==> config.mk <==
export PLATFORM = sky130hd
export DESIGN_NAME = routing_computation_adaptive_flat
export DESIGN_NICKNAME = d
export VERILOG_FILES = /design/src/rtl/routing_computation_adaptive_if.sv /design/src/rtl/routing_computation_adaptive.sv /design/src/flat_wrapper.sv
export SDC_FILE = /design/constraint.sdc
export NUM_CORES = 1
export LEC_CHECK = 0
export CORE_MARGIN = 4
export CORE_UTILIZATION = 36
export CTS_CLUSTER_SIZE = 40
export DETAILED_ROUTE_END_ITERATION = 6
export GPL_TIMING_DRIVEN = 1
export PLACE_DENSITY = 0.9
export SETUP_SLACK_MARGIN = 0.4
export SYNTH_ARGS = -nofsm -noshare
export SYNTH_HDL_FRONTEND = slang
export SYNTH_SLANG_ARGS = --single-unit
==> constraint.sdc <==
create_clock -name clk -period 5.8 [get_ports clk]
set_input_delay 1.16 -clock clk [delete_from_list [all_inputs] [get_ports clk]]
set_output_delay 1.16 -clock clk [all_outputs]
set_load 0.1 [all_outputs]
==> src/rtl/routing_computation_adaptive_if.sv <==
// Route-computation request/result bundle between header decode and VC allocator.
// master = requester side, slave = route unit.
interface routing_computation_adaptive_if #(
  parameter int flit_size                    = 1,
  parameter int phit_size                    = 16,
  parameter int addr_length                  = 5,
  parameter int no_outport                   = 7,
  parameter int floorplusone_log2_no_outport = 3,
  parameter int no_vc                        = 4,
  parameter int floorplusone_log2_no_vc      = 3
);
  logic [flit_size*phit_size-1:0]                  header;
  logic                                            rc_req;
  logic                                            rc_ack;
  logic [no_outport*floorplusone_log2_no_vc-1:0]   busies;
  logic [addr_length-1:0]                          my_addr;
  logic [31:0]                                     node_links_directions;
  logic [floorplusone_log2_no_outport-1:0]         outport;
  logic [no_outport-1:0]                           outport_vec;
  logic [no_vc-1:0]                                allow_vcs;
  logic                                            rc_valid;
  logic                                            rc_busy;

  modport master (
    output header, rc_req, rc_ack, busies, my_addr,
    output node_links_directions,
    input  outport, outport_vec, allow_vcs, rc_valid, rc_busy
  );

  modport slave (
    input  header, rc_req, rc_ack, busies, my_addr,
    input  node_links_directions,
    output outport, outport_vec, allow_vcs, rc_valid, rc_busy
  );
endinterface

==> src/rtl/routing_computation_adaptive.sv <==
// Registered 3-D mesh/torus route unit: XYZ, ZYX or minimal-adaptive, dateline VCs.
// Optional RC_ADAPT_STATS_EN adds adapt_count (adaptive picks differing from XYZ).
module routing_computation_adaptive #(
  parameter int cluster_topology                      = 0,
  parameter int cluster_first_dimension_up_bound      = 3,
  parameter int cluster_second_dimension_up_bound     = 3,
  parameter int cluster_third_dimension_up_bound      = 0,
  parameter int cluster_first_dimension_no_addr_bits  = 2,
  parameter int cluster_second_dimension_no_addr_bits = 2,
  parameter int cluster_third_dimension_no_addr_bits  = 1,
  parameter int addr_length                           = 5,
  parameter int addr_place_in_header                  = 0,
  parameter int flit_size                             = 1,
  parameter int phit_size                             = 16,
  parameter int no_outport                            = 7,
  parameter int floorplusone_log2_no_outport          = 3,
  parameter int no_vc                                 = 4,
  parameter int floorplusone_log2_no_vc               = 3,
  parameter int routing_mode                          = 0
) (
  input logic clk,
  input logic reset,
  routing_computation_adaptive_if.slave bus
`ifdef RC_ADAPT_STATS_EN
  ,
  output logic [15:0] adapt_count
`endif
);
  localparam int XB = cluster_first_dimension_no_addr_bits;
  localparam int YB = cluster_second_dimension_no_addr_bits;
  localparam int ZB = cluster_third_dimension_no_addr_bits;
  localparam int OW = floorplusone_log2_no_outport;
  localparam int BW = floorplusone_log2_no_vc;
  localparam int NO = no_outport;
  localparam int NV = no_vc;
  localparam int FW = flit_size * phit_size;
  localparam int UB [3] = '{cluster_first_dimension_up_bound,
                            cluster_second_dimension_up_bound,
                            cluster_third_dimension_up_bound};

  typedef enum logic [1:0] {IDLE, CALC, HOLD} state_t;

  state_t                 r_state;
  state_t                 w_next;
  logic [addr_length-1:0] r_dst;
  logic [addr_length-1:0] r_cur;
  logic [NO*BW-1:0]       r_busies;
  logic [OW-1:0]          r_outport;
  logic [NO-1:0]          r_vec;
  logic [NV-1:0]          r_vcs;
  logic                   r_valid;
  logic                   r_busy;

  logic [FW-1:0]          w_hdr;
  int                     w_c [3];
  int                     w_d [3];
  logic [1:0]             w_code [3];
  logic [OW-1:0]          w_kport [3];
  logic [BW-1:0]          w_kbusy [3];
  logic [BW-1:0]          w_best;
  logic [1:0]             w_sel_xyz;
  logic [1:0]             w_sel_zyx;
  logic [1:0]             w_sel_ad;
  logic [1:0]             w_sel;
  logic                   w_local;
  logic                   w_wrap;
  logic [OW-1:0]          w_port;
  logic [NO-1:0]          w_vec;
  logic [NV-1:0]          w_vcs;
  logic                   w_unused;

  // {move, plus} for one dimension; torus takes the shorter way, tie goes +
  function automatic logic [1:0] f_dim(input int cur, input int dst, input int ring);
    int diff;
    int fwd;
    f_dim = 2'b00;
    diff  = dst - cur;
    if (cluster_topology == 0) begin
      if (diff > 0)      f_dim = 2'b11;
      else if (diff < 0) f_dim = 2'b10;
    end else begin
      fwd = (diff < 0) ? diff + ring : diff;
      if (fwd != 0) f_dim = (fwd <= ring - fwd) ? 2'b11 : 2'b10;
    end
  endfunction

  assign w_hdr    = bus.header;
  assign w_unused = ^{w_hdr, bus.node_links_directions};

  // State register
  always_ff @(posedge clk) begin
    if (reset) r_state <= IDLE;
    else       r_state <= w_next;
  end

  // Next-state: accept in IDLE, compute once, hold until acked
  always_comb begin
    w_next = r_state;
    unique case (r_state)
      IDLE:    if (bus.rc_req) w_next = CALC;
      CALC:    w_next = HOLD;
      HOLD:    if (bus.rc_ack) w_next = IDLE;
      default: w_next = IDLE;
    endcase
  end

  // Route decision from latched coordinates and busy counts
  always_comb begin
    w_c[0] = int'(r_cur[0 +: XB]);
    w_c[1] = int'(r_cur[XB +: YB]);
    w_c[2] = int'(r_cur[XB+YB +: ZB]);
    w_d[0] = int'(r_dst[0 +: XB]);
    w_d[1] = int'(r_dst[XB +: YB]);
    w_d[2] = int'(r_dst[XB+YB +: ZB]);
    for (int i = 0; i < 3; i++) begin
      w_code[i]  = f_dim(w_c[i], w_d[i], UB[i] + 1);
      w_kport[i] = OW'(bus.node_links_directions[8*i + (w_code[i][0] ? 0 : 4) +: 4]);
      w_kbusy[i] = (int'(w_kport[i]) < NO) ?
                   r_busies[int'(w_kport[i])*BW +: BW] : '1;
    end
    w_sel_xyz = 2'd3;
    for (int i = 2; i >= 0; i--) if (w_code[i][1]) w_sel_xyz = 2'(i);
    w_sel_zyx = 2'd3;
    for (int i = 0; i < 3; i++) if (w_code[i][1]) w_sel_zyx = 2'(i);
    w_sel_ad = 2'd3;
    w_best   = '1;
    for (int i = 0; i < 3; i++) begin
      if (w_code[i][1] && (w_sel_ad == 2'd3 || w_kbusy[i] < w_best)) begin
        w_sel_ad = 2'(i);
        w_best   = w_kbusy[i];
      end
    end
    if (routing_mode == 2)      w_sel = w_sel_ad;
    else if (routing_mode == 1) w_sel = w_sel_zyx;
    else                        w_sel = w_sel_xyz;
    w_local = (w_sel == 2'd3);
    w_port  = '0;
    w_wrap  = 1'b0;
    for (int i = 0; i < 3; i++) begin
      if (w_sel == 2'(i)) begin
        w_port = w_kport[i];
        w_wrap = (cluster_topology == 1) &&
                 (w_code[i][0] ? (w_c[i] == UB[i]) : (w_c[i] == 0));
      end
    end
    for (int v = 0; v < NV; v++) begin
      if (w_local || cluster_topology == 0) w_vcs[v] = 1'b1;
      else if (w_wrap)                      w_vcs[v] = (v >= NV / 2);
      else                                  w_vcs[v] = (v < NV / 2);
    end
    for (int p = 0; p < NO; p++) w_vec[p] = (int'(w_port) == p);
  end

  // Latch request, register the result, clear on ack
  always_ff @(posedge clk) begin
    if (reset) begin
      r_dst     <= '0;
      r_cur     <= '0;
      r_busies  <= '0;
      r_outport <= '0;
      r_vec     <= '0;
      r_vcs     <= '0;
      r_valid   <= 1'b0;
      r_busy    <= 1'b0;
    end else begin
      unique case (r_state)
        IDLE: if (bus.rc_req) begin
          r_dst    <= w_hdr[addr_place_in_header +: addr_length];
          r_cur    <= bus.my_addr;
          r_busies <= bus.busies;
          r_busy   <= 1'b1;
        end
        CALC: begin
          r_outport <= w_port;
          r_vec     <= w_vec;
          r_vcs     <= w_vcs;
          r_valid   <= 1'b1;
        end
        HOLD: if (bus.rc_ack) begin
          r_valid <= 1'b0;
          r_busy  <= 1'b0;
        end
        default: ;
      endcase
    end
  end

  assign bus.outport     = r_outport;
  assign bus.outport_vec = r_vec;
  assign bus.allow_vcs   = r_vcs;
  assign bus.rc_valid    = r_valid;
  assign bus.rc_busy     = r_busy;

`ifdef RC_ADAPT_STATS_EN
  logic [15:0] r_adapt;

  // Saturating count of adaptive picks that leave XYZ order
  always_ff @(posedge clk) begin
    if (reset) r_adapt <= '0;
    else if (r_state == CALC && routing_mode == 2 &&
             w_sel != w_sel_xyz && r_adapt != 16'hFFFF)
      r_adapt <= r_adapt + 16'd1;
  end

  assign adapt_count = r_adapt;
`endif
endmodule

==> src/flat_wrapper.sv <==
// flat-port wrapper written by rule: the top's interface ports become plain ports
module routing_computation_adaptive_flat 
#(
  parameter int cluster_topology                      = 0,
  parameter int cluster_first_dimension_up_bound      = 3,
  parameter int cluster_second_dimension_up_bound     = 3,
  parameter int cluster_third_dimension_up_bound      = 0,
  parameter int cluster_first_dimension_no_addr_bits  = 2,
  parameter int cluster_second_dimension_no_addr_bits = 2,
  parameter int cluster_third_dimension_no_addr_bits  = 1,
  parameter int addr_length                           = 5,
  parameter int addr_place_in_header                  = 0,
  parameter int flit_size                             = 1,
  parameter int phit_size                             = 16,
  parameter int no_outport                            = 7,
  parameter int floorplusone_log2_no_outport          = 3,
  parameter int no_vc                                 = 4,
  parameter int floorplusone_log2_no_vc               = 3,
  parameter int routing_mode                          = 0
)
  (clk, reset, bus_header, bus_rc_req, bus_rc_ack, bus_busies, bus_my_addr, bus_node_links_directions, bus_outport, bus_outport_vec, bus_allow_vcs, bus_rc_valid, bus_rc_busy);
  routing_computation_adaptive_if #(.flit_size(flit_size), .phit_size(phit_size), .addr_length(addr_length), .no_outport(no_outport), .floorplusone_log2_no_outport(floorplusone_log2_no_outport), .no_vc(no_vc), .floorplusone_log2_no_vc(floorplusone_log2_no_vc)) bus_i ();
  input logic clk;
  input logic reset;
  input wire logic [$bits(bus_i.header)-1:0] bus_header;
  input wire logic [$bits(bus_i.rc_req)-1:0] bus_rc_req;
  input wire logic [$bits(bus_i.rc_ack)-1:0] bus_rc_ack;
  input wire logic [$bits(bus_i.busies)-1:0] bus_busies;
  input wire logic [$bits(bus_i.my_addr)-1:0] bus_my_addr;
  input wire logic [$bits(bus_i.node_links_directions)-1:0] bus_node_links_directions;
  output wire logic [$bits(bus_i.outport)-1:0] bus_outport;
  output wire logic [$bits(bus_i.outport_vec)-1:0] bus_outport_vec;
  output wire logic [$bits(bus_i.allow_vcs)-1:0] bus_allow_vcs;
  output wire logic [$bits(bus_i.rc_valid)-1:0] bus_rc_valid;
  output wire logic [$bits(bus_i.rc_busy)-1:0] bus_rc_busy;
  assign bus_i.header = bus_header;
  assign bus_i.rc_req = bus_rc_req;
  assign bus_i.rc_ack = bus_rc_ack;
  assign bus_i.busies = bus_busies;
  assign bus_i.my_addr = bus_my_addr;
  assign bus_i.node_links_directions = bus_node_links_directions;
  assign bus_outport = bus_i.outport;
  assign bus_outport_vec = bus_i.outport_vec;
  assign bus_allow_vcs = bus_i.allow_vcs;
  assign bus_rc_valid = bus_i.rc_valid;
  assign bus_rc_busy = bus_i.rc_busy;
  routing_computation_adaptive #(.cluster_topology(cluster_topology), .cluster_first_dimension_up_bound(cluster_first_dimension_up_bound), .cluster_second_dimension_up_bound(cluster_second_dimension_up_bound), .cluster_third_dimension_up_bound(cluster_third_dimension_up_bound), .cluster_first_dimension_no_addr_bits(cluster_first_dimension_no_addr_bits), .cluster_second_dimension_no_addr_bits(cluster_second_dimension_no_addr_bits), .cluster_third_dimension_no_addr_bits(cluster_third_dimension_no_addr_bits), .addr_length(addr_length), .addr_place_in_header(addr_place_in_header), .flit_size(flit_size), .phit_size(phit_size), .no_outport(no_outport), .floorplusone_log2_no_outport(floorplusone_log2_no_outport), .no_vc(no_vc), .floorplusone_log2_no_vc(floorplusone_log2_no_vc), .routing_mode(routing_mode)) u_core (.clk(clk), .reset(reset), .bus(bus_i));
endmodule
==> impl_metrics.tcl, run 1 <==
set metrics [dict create \
    max_slew.worst_pin.slew_ps 976 \
    rsz0062_at_grt "no" \
    pwr-share-comb_pct 40.4 \
    cts.clk_slew.worst_paths_ps 130 \
    synth-main-ff-cell "dfxtp_1" \
    seqPwrFrac_pct 42.7 \
    yosysMostFrequentCell "dfxtp_1" \
    setup_tns_ps 0 \
    root_buffer "clkbuf_4" \
    crit_family "buffers and inverters" \
    syn_area_um2 1250 \
    crit_start "u_core.bus.allow_vcs[0]$_SDFFE_PP0P_" \
    cts_max_path_buffers 2 \
    final_cells 226 \
    pwr-share-clk_pct 16.9 \
    synth_top_family_by_area "compound AO/OA/AOI/OAI gates" \
    gp_congestion 0.827 \
    synthAdderAreaFrac_pct 6.21 \
    vias 1109 \
    drive_gt1_share_pct 11.1 \
    switching_share_pct 37.3 \
    required_ps 4640 \
    syn_avg_cell_area_um2 9.18 \
    synth_top_area_cell "dfxtp_1" \
    synth_edf_count 0 \
    antenna_found_initial 0 \
    slew_viol_final 0 \
    cts.sinks 25 \
    hold_path.class "flip-flop to flip-flop" \
    wirelength_um 2680 \
    cp-start-kind "flip-flop" \
    synthTopCellsByCount "25 x dfxtp_1, 22 x nor2_1, 13 x nand2_1" \
    p_int_uw 278 \
    cp_num_buf_inv 1 \
    drcViolationCount 0 \
    coreArea_um2 3340 \
    utilization_pct 52.9 \
    finalCritPeriodShare_pct 52.2 \
    yosys.area_share.simple_pct 19.8 \
    grt_pass1_wl_um 4650 \
    yosys_warnings 0 \
    max_stage_delay_ps 1160 \
    worstPathArrival_ps 1870 \
    synthCells 136 \
    synth_top_area_share_pct 40.1 \
    dp_cells 222 \
    outcome "completed" \
    cts_setup_buffers 0 \
    numCtsBuffers 3 \
    relSlewSlack_pct 34.7 \
    worstHoldStart "u_core.bus.outport_vec[3]$_SDFFE_PP0P_" \
    cts_hold_buf 0 \
    finalPower_uw 443 \
    crit_fanout 5 \
    dieHeight_um 66.9 \
    via_per_inst 4.91 \
    ios 94 \
    grtUsageTotal_pct 13.3 \
    max_freq_ghz 0.330 \
    synth_compound_area_share_pct 20.6 \
    die_x_um 66.9 \
    worstSetupPathType "flip-flop to primary output" \
    clock_skew_ps 1.43 \
    synth_area_leaders "dfxtp_1 40%, nor2_1 6.6%, mux2i_1 4.8%" \
    dp_hpwl_um 2210 \
    ant_nets 0 \
    grt_max_degree 21 \
    io_buffers 47 \
    power.density_nw_per_um2 251 \
    first_pass_iters 4 \
    synth_mux_area_share_pct 6.91 \
    clk_latency_ps 310 \
    r2r_start "u_core.r_dst[2]$_SDFFE_PP0P_" \
    power_switching_uw 165 \
    synth_fp_nets 219 \
    grt_pass1_vias 1105 \
    maxCapViolations 0 \
    ys_types 36 \
    cp_cell_sequence "clkdlybuf4s50_1" \
    whs_ps 467 \
    endpoint_kind "primary output" \
    layout_min_cycle_time_ps 3030 \
    htreeDepth 1 \
    start_util_pct 37.4 \
    async_reset_ff_share_pct 0 \
    area_delta_synth_final_pct 41.4 \
    ctsResizeCount 0 \
    critPathSlowestCell "clkdlybuf4s50_1" \
    leakage_nw 0.669 \
    diodes 0 \
    nets 264 \
    yosys_register_bits 25 \
    peakVddDrop_uv 123 \
    wire_per_inst_um 11.8 \
    setup_viol 0 \
    synth_xor_area_share_pct 0 \
    die_area_um2 4470 \
    overflow 0 \
    tritoncts "done" \
    first_iter_violations 51 \
    ys_seq_area_share_pct 40.1 \
    hold_viol 0 \
    num_rows 21 \
]
## logic make-up (layout without fill, tap and decap cells)
| group | count (synthesis) | after routing |
|---|---|---|
| compound gates | 30 | 30 |
| mux | 8 | 8 |
| flops | 25 | 25 |
| fa+ha+maj | 5 | 5 |
| simple gates | 51 | 51 |
| buf+inv | 17 | 61 |
## flip-flops by register name (all words and copies together), names as in the netlist
register / count
u_core.bus.outport: 3
u_core.bus.rc_busy: 1
u_core.bus.allow_vcs: 1
u_core.r_cur: 5
u_core.r_state: 2
u_core.bus.outport_vec: 7
u_core.r_dst: 5
u_core.bus.rc_valid: 1
## tightest hold or removal path, delay by kind of cell, from the launching register on
kind	cells	cell delay (ps)
DFF	1	330
and+or+nand+nor	1	50
AOI/OAI and AO/OA	1	50
## layout make-up
type                       instances  area [um2]
clock buffer                       4        26.3
fill                             333        1570
inverter                           9        33.8
multi-input combinational         94         669
sequential                        25         500
tap                               46        57.6
timing repair buffer              48         478
## per-layer routing
| layer | vias up | part of all wire (%) | global-route usage, % |
|---|---|---|---|
| met5 | - | 0 | 0 |
| met4 | 0 | 0.67 | 4.56 |
| met3 | 2 | 7.2 | 3.37 |
| met2 | 37 | 50 | 24.0 |
| met1 | 514 | 43 | 14.9 |
| li1 | 556 | - | - |
## metrics by stage
stage               cell area, um2  setup slack, ps
finish                        1770             2770
global route                  1770             2690
CTS                           1770             2750
detailed placement            1740             2980
global placement              1740             2990
floorplan                     1250             3230
## path summary, 6_finish.rpt
check / endpoint / slack, ps / cells past startpoint
max: bus_allow_vcs[0] / 2770 / 1
min: u_core.bus.outport_vec[3]$_SDFFE_PP0P_ / 470 / 2
max reg2reg: u_core.bus.outport_vec[4]$_SDFFE_PP0P_ / 3520 / 9
min reg2reg: u_core.bus.outport_vec[3]$_SDFFE_PP0P_ / 470 / 2
## power groups by stage
stage                     registers (mW)  logic [mW]  clock network (mW)
after floorplan                    0.233      0.0906                   0
after global placement             0.193       0.176                   0
after detailed placement           0.193       0.179                   0
after CTS                          0.189       0.180              0.0783
after global routing               0.191       0.192              0.0849
final                              0.189       0.179              0.0750
## placed cells by master (no fill, tap or decap), types with 2 or more instances in the layout
cell and instances:
ha_1 3, mux2i_1 6, nor2_1 22, clkbuf_4 3
nand2b_1 2, nand2_1 13, nor2b_1 4, inv_1 9
o21ai_0 2, clkdlybuf4s50_1 47, a32o_1 2, fa_1 2
dfxtp_1 25, a32o_2 2, nand3b_1 2, a21oi_1 10
nand3_1 3, o221ai_2 2, o31ai_1 3
No activity file was read; power rests on OpenSTA's default activity.
==> inputs of run 2 (changes only) <==
Settings changed: CORE_UTILIZATION 36 to 34, PLACE_DENSITY 0.9 to 0.86.
Clock period 5.8 ns to 3.05 ns, I/O delays scaled along.
==> impl_metrics.tcl, run 2 (synthesized netlist as in run 1, its figures left out) <==
set metrics [dict create \
    grt_use_met2_pct 22.1 \
    cts.sinks 25 \
    wirelength_um 2690 \
    drcViolationCount 0 \
    grt_pass1_wl_um 4220 \
    root_buffer "clkbuf_8" \
    coreArea_um2 3440 \
    required_ps 3260 \
    crit_fanout 7 \
    cts_max_path_buffers 2 \
    place_ws_ps 777 \
    final_common_cell "clkdlybuf4s50_1" \
    antenna_found_initial 0 \
    outcome "completed" \
    rsz0062_at_grt "no" \
    first_iter_violations 22 \
    reg2reg_depth 9 \
    maxCapViolations 0 \
    dp_hpwl_um 2200 \
    tritoncts "done" \
    wire_per_inst_um 11.8 \
    clk_latency_ps 260 \
    clock_skew_ps 1.01 \
    rrSetupSlack_ps 770 \
    ctsResizeCount 0 \
    reg2reg_to "u_core.bus.outport_vec[4]$_SDFFE_PP0P_" \
    utilization_pct 50.9 \
    worstHoldStart "u_core.bus.outport_vec[2]$_SDFFE_PP0P_" \
    cts_hold_buf 0 \
    cts.clk_slew.worst_paths_ps 80 \
    vias 1078 \
    layout_min_cycle_time_ps 2280 \
    num_rows 21 \
    grt-busiest-layer "met2" \
    drive_gt1_share_pct 20.4 \
    grtUsageTotal_pct 11.8 \
    dieHeight_um 68.6 \
    overflow 0 \
    worstSetupPathType "flip-flop to flip-flop" \
    via_per_inst 4.75 \
    gp_congestion 0.722 \
    setup_viol 0 \
    cp-start-kind "flip-flop" \
    setup_ws_ps 766 \
    hold_end "u_core.bus.outport_vec[2]$_SDFFE_PP0P_" \
    leakage_nw 0.712 \
    peakVddDrop_uv 139 \
    worstPathArrival_ps 2500 \
    area_delta_synth_final_pct 40.3 \
    setup_tns_ps 0 \
    start_util_pct 36.3 \
    power.density_nw_per_um2 505 \
    diodes 0 \
    hold_path.class "flip-flop to flip-flop" \
    relSlewSlack_pct 68.3 \
    finalCritPeriodShare_pct 74.9 \
    slew_viol_final 0 \
    grtUsageMet1_pct 12.6 \
    die_area_um2 4710 \
    nets 265 \
    largest_reg_flops 7 \
    max_slew.worst_pin.slew_ps 473 \
    holdPathStages 2 \
    cts_setup_buffers 0 \
    io_buffers 47 \
    first_pass_iters 4 \
    layout_common_cells "31 x clkdlybuf4s50_1, 25 x dfxtp_1, 22 x nor2_1, 18 x buf_4, 13 x nand2_1" \
    grt_max_degree 21 \
    endpoint_kind "flip-flop" \
    ant_nets 0 \
    hold_viol 0 \
    htreeDepth 1 \
    ios 94 \
    use_met3_pct 3.08 \
    grt_pass1_vias 1039 \
    max_freq_ghz 0.438 \
    numCtsBuffers 3 \
    die_x_um 68.6 \
    r2r_start "u_core.r_dst[2]$_SDFFE_PP0P_" \
]
-- run 2: cell count changes in the layout (fill, tap and decap cells not counted) --
cell,before,now
buf_4,1,18
clkdlybuf4s50_1,47,31
clkbuf_4,3,0
clkbuf_8,0,3
-- run 2: per-layer routing --
layer	up-vias	wire length, um
met5	-	0
met4	0	33
met3	5	202
met2	32	1320
met1	483	1130
li1	558	-
-- run 2: cell type report --
class,instances,area [um2]
multi-input combinational,94,669
tap,46,57.6
timing repair buffer,49,445
inverter,9,33.8
sequential,25,500
clock buffer,4,45.0
fill,328,1690
-- run 2: where the power goes --
part / internal (mW) / total [mW] / switching [mW] / leakage [nW]
registers: 0.347 / 0.359 / 0.0121 / 0.205
logic: 0.125 / 0.333 / 0.208 / 0.485
clock network: 0.0933 / 0.192 / 0.0987 / 0.0228
total: 0.566 / 0.885 / 0.319 / 0.712
-- run 2: critical path, stage by stage, from the launching register on --
cell and delay (ps):
dfxtp_1 300, inv_1 60, ha_1 150, inv_1 50, fa_1 480, and4bb_4 280, a311oi_2 280, o221ai_2 170
a21boi_2 260, a32o_2 190
-- run 2: through the flow --
step	hold slack [ps]	std cells	instance area (um2)	power (mW)
2_1_floorplan	465	136	1250	0.615
3_3_place_gp	441	223	1710	0.698
3_5_place_dp	448	223	1710	0.703
4_1_cts	463	227	1750	0.895
5_1_grt	480	227	1750	0.935
6_report	459	227	1750	0.885
-- run 2: worst max-delay path by stage --
stage,slack (ps),end,start,depth (start not counted)
2_1_floorplan,910,u_core.bus.outport_vec[0]$_SDFFE_PP0P_,u_core.r_dst[0]$_SDFFE_PP0P_,7
3_3_place_gp,810,u_core.bus.outport_vec[0]$_SDFFE_PP0P_,u_core.r_dst[0]$_SDFFE_PP0P_,7
3_5_place_dp,780,u_core.bus.outport_vec[4]$_SDFFE_PP0P_,u_core.r_dst[2]$_SDFFE_PP0P_,9
4_1_cts,750,u_core.bus.outport_vec[4]$_SDFFE_PP0P_,u_core.r_dst[2]$_SDFFE_PP0P_,9
5_1_grt,640,u_core.bus.outport_vec[4]$_SDFFE_PP0P_,u_core.r_dst[2]$_SDFFE_PP0P_,9
6_report,770,u_core.bus.outport_vec[4]$_SDFFE_PP0P_,u_core.r_dst[2]$_SDFFE_PP0P_,9
==> variant, RTL diff (flow settings as in run 1) <==
`no_vc` is set to 4 in 3 places; all go to 3.
--- a/src/rtl/routing_computation_adaptive_if.sv
+++ b/src/rtl/routing_computation_adaptive_if.sv
@@ -6,7 +6,7 @@
   parameter int addr_length                  = 5,
   parameter int no_outport                   = 7,
   parameter int floorplusone_log2_no_outport = 3,
-  parameter int no_vc                        = 4,
+  parameter int no_vc                        = 3,
   parameter int floorplusone_log2_no_vc      = 3
 );
   logic [flit_size*phit_size-1:0]                  header;
--- a/src/rtl/routing_computation_adaptive.sv
+++ b/src/rtl/routing_computation_adaptive.sv
@@ -14,7 +14,7 @@
   parameter int phit_size                             = 16,
   parameter int no_outport                            = 7,
   parameter int floorplusone_log2_no_outport          = 3,
-  parameter int no_vc                                 = 4,
+  parameter int no_vc                                 = 3,
   parameter int floorplusone_log2_no_vc               = 3,
   parameter int routing_mode                          = 0
 ) (
--- a/src/flat_wrapper.sv
+++ b/src/flat_wrapper.sv
@@ -14,7 +14,7 @@
   parameter int phit_size                             = 16,
   parameter int no_outport                            = 7,
   parameter int floorplusone_log2_no_outport          = 3,
-  parameter int no_vc                                 = 4,
+  parameter int no_vc                                 = 3,
   parameter int floorplusone_log2_no_vc               = 3,
   parameter int routing_mode                          = 0
 )
Interface: changed (resized bus_allow_vcs); port bits go from 94 to 93. No check against the original RTL was run, so the function may have changed too.
==> variant against run 1 <==
  * Setup slack got worse by 3.7 ps
  * Global-route usage fell by 0.79 points
  * Critical endpoint is now bus_allow_vcs[1]
  * Sequential cell count did not move
  * Power fell by 0.72%
  * Design area fell by 0.92%
  * Largest cell class unchanged
  * Non-clock buffer count fell by 2
  * Highest routed layer unchanged
  * Routed wire length fell by 0.22%
  * Sequential share of layout area rose by 0.26 points
  * Cell count fell by 0.88%
  * Synthesized area fell by 0.60%
==> variant: results (changes against run 1) <==
status=completed; Slowest cell on crit path=clkdlybuf4s50_1; Post-DP HPWL=2.22 mm (+0.34%); internal power=275 uW (-0.79%); Reg clk slew, reported paths=140 ps; asr flop ratio synth=0% (unchanged); die area=4450 sq um (-0.54%); sequential-to-total area share from yosys stat=40.3% (+0.24 points); Area contributors post-synth=dfxtp_1 40%, nor2_1 6.7%, mux2i_1 4.8%; crit-path max FO=4 (-1); I/O Buffers=46 (-2.1%); RePlAce Congestion=0.749 (-9.4%); Final Hold Violating Endpoints=0 (unchanged); drt pass-1 iters=4 (unchanged); Net Count, Synth=218 (-0.46%); Peak VDD IR=0.000110 V (-10%); worst slew margin relative to its limit=22.5% (-12 points); Final Skew=7.65 ps (+6.23 ps); Max-Cap Viols=0 (unchanged); Longest Clk Path Bufs=2 (unchanged); nets=262 (-0.76%); share of post-route cells with drive strength above 1=11.2% (+0.12 points); vias in the first global route=969 (-12%); Via density=4.74 (-3.4%); Tot GR Track Use=12.5% (-0.79 points); 1st-iter DRT viols=55 (+7.8%); Leak=0.000664 uW (-0.87%); Wirelength per Cell=11.9 um (+0.67%); first-pass GRT wire length=4.25 mm (-8.6%)
[variant: cell count changes after synthesis, sizes merged]
cell         run 1  this run
buf              6         5
[variant: cell families (layout without fill, tap and decap cells)]
group                      Yosys count  in the layout  synth area share, %
and+or+nand+nor                     51             51                 20.0
AOI/OAI and AO/OA                   30             30                 20.8
DFF                                 25             25                 40.3
buffers and inverters               16             59                 5.75
adders and majority gates            5              5                 6.25
muxes                                8              8                 6.96
[variant: stage by stage]
step	worst slack, ps	util [%]	total power (uW)	cells	instance area, sq um
6_report	2770	52.4	439	224	1750
3_3_place_gp	2640	51.6	362	220	1720
4_1_cts	2740	52.4	445	224	1750
2_1_floorplan	3250	-	319	135	1240
3_5_place_dp	2590	51.6	366	220	1720
5_1_grt	2710	52.4	463	224	1750
[variant: path summary, 6_finish.rpt]
kind,from,to,slack [ps],cells past startpoint
worst max-delay path,u_core.bus.allow_vcs[0]$_SDFFE_PP0P_,bus_allow_vcs[1],2770,1
worst min-delay path,u_core.bus.outport_vec[2]$_SDFFE_PP0P_,u_core.bus.outport_vec[2]$_SDFFE_PP0P_,470,2
worst max register to register,u_core.r_dst[2]$_SDFFE_PP0P_,u_core.bus.outport_vec[4]$_SDFFE_PP0P_,3520,9
worst min register to register,u_core.bus.outport_vec[2]$_SDFFE_PP0P_,u_core.bus.outport_vec[2]$_SDFFE_PP0P_,470,2
[variant: power by group through the flow]
stage                     Combinational, uW  Sequential, uW  Clock, uW
after global routing                    185             191       87.9
after CTS                               174             189       82.4
after floorplan                        86.1             233          0
after detailed placement                173             193          0
after global placement                  170             192          0
final                                   172             189       78.5
[variant: area by class of cell]
cell class / count / area (sq um)
flip-flops and latches: 25 / 500
inverters: 9 / 33.8
well taps: 46 / 57.6
clock inverters: 1 / 5.00
multi-input cells: 94 / 669
repair buffers: 46 / 460
fillers: 332 / 1590
clock buffers: 3 / 22.5
[variant: routing by layer]
layer / global-route usage [%] / share of wire (%) / vias up
met2: 21.8 / 50 / 31
met5: 0 / 0 / -
met4: 4.57 / 1.3 / 0
met3: 2.70 / 5.6 / 5
li1: - / - / 550
met1: 14.9 / 43 / 476
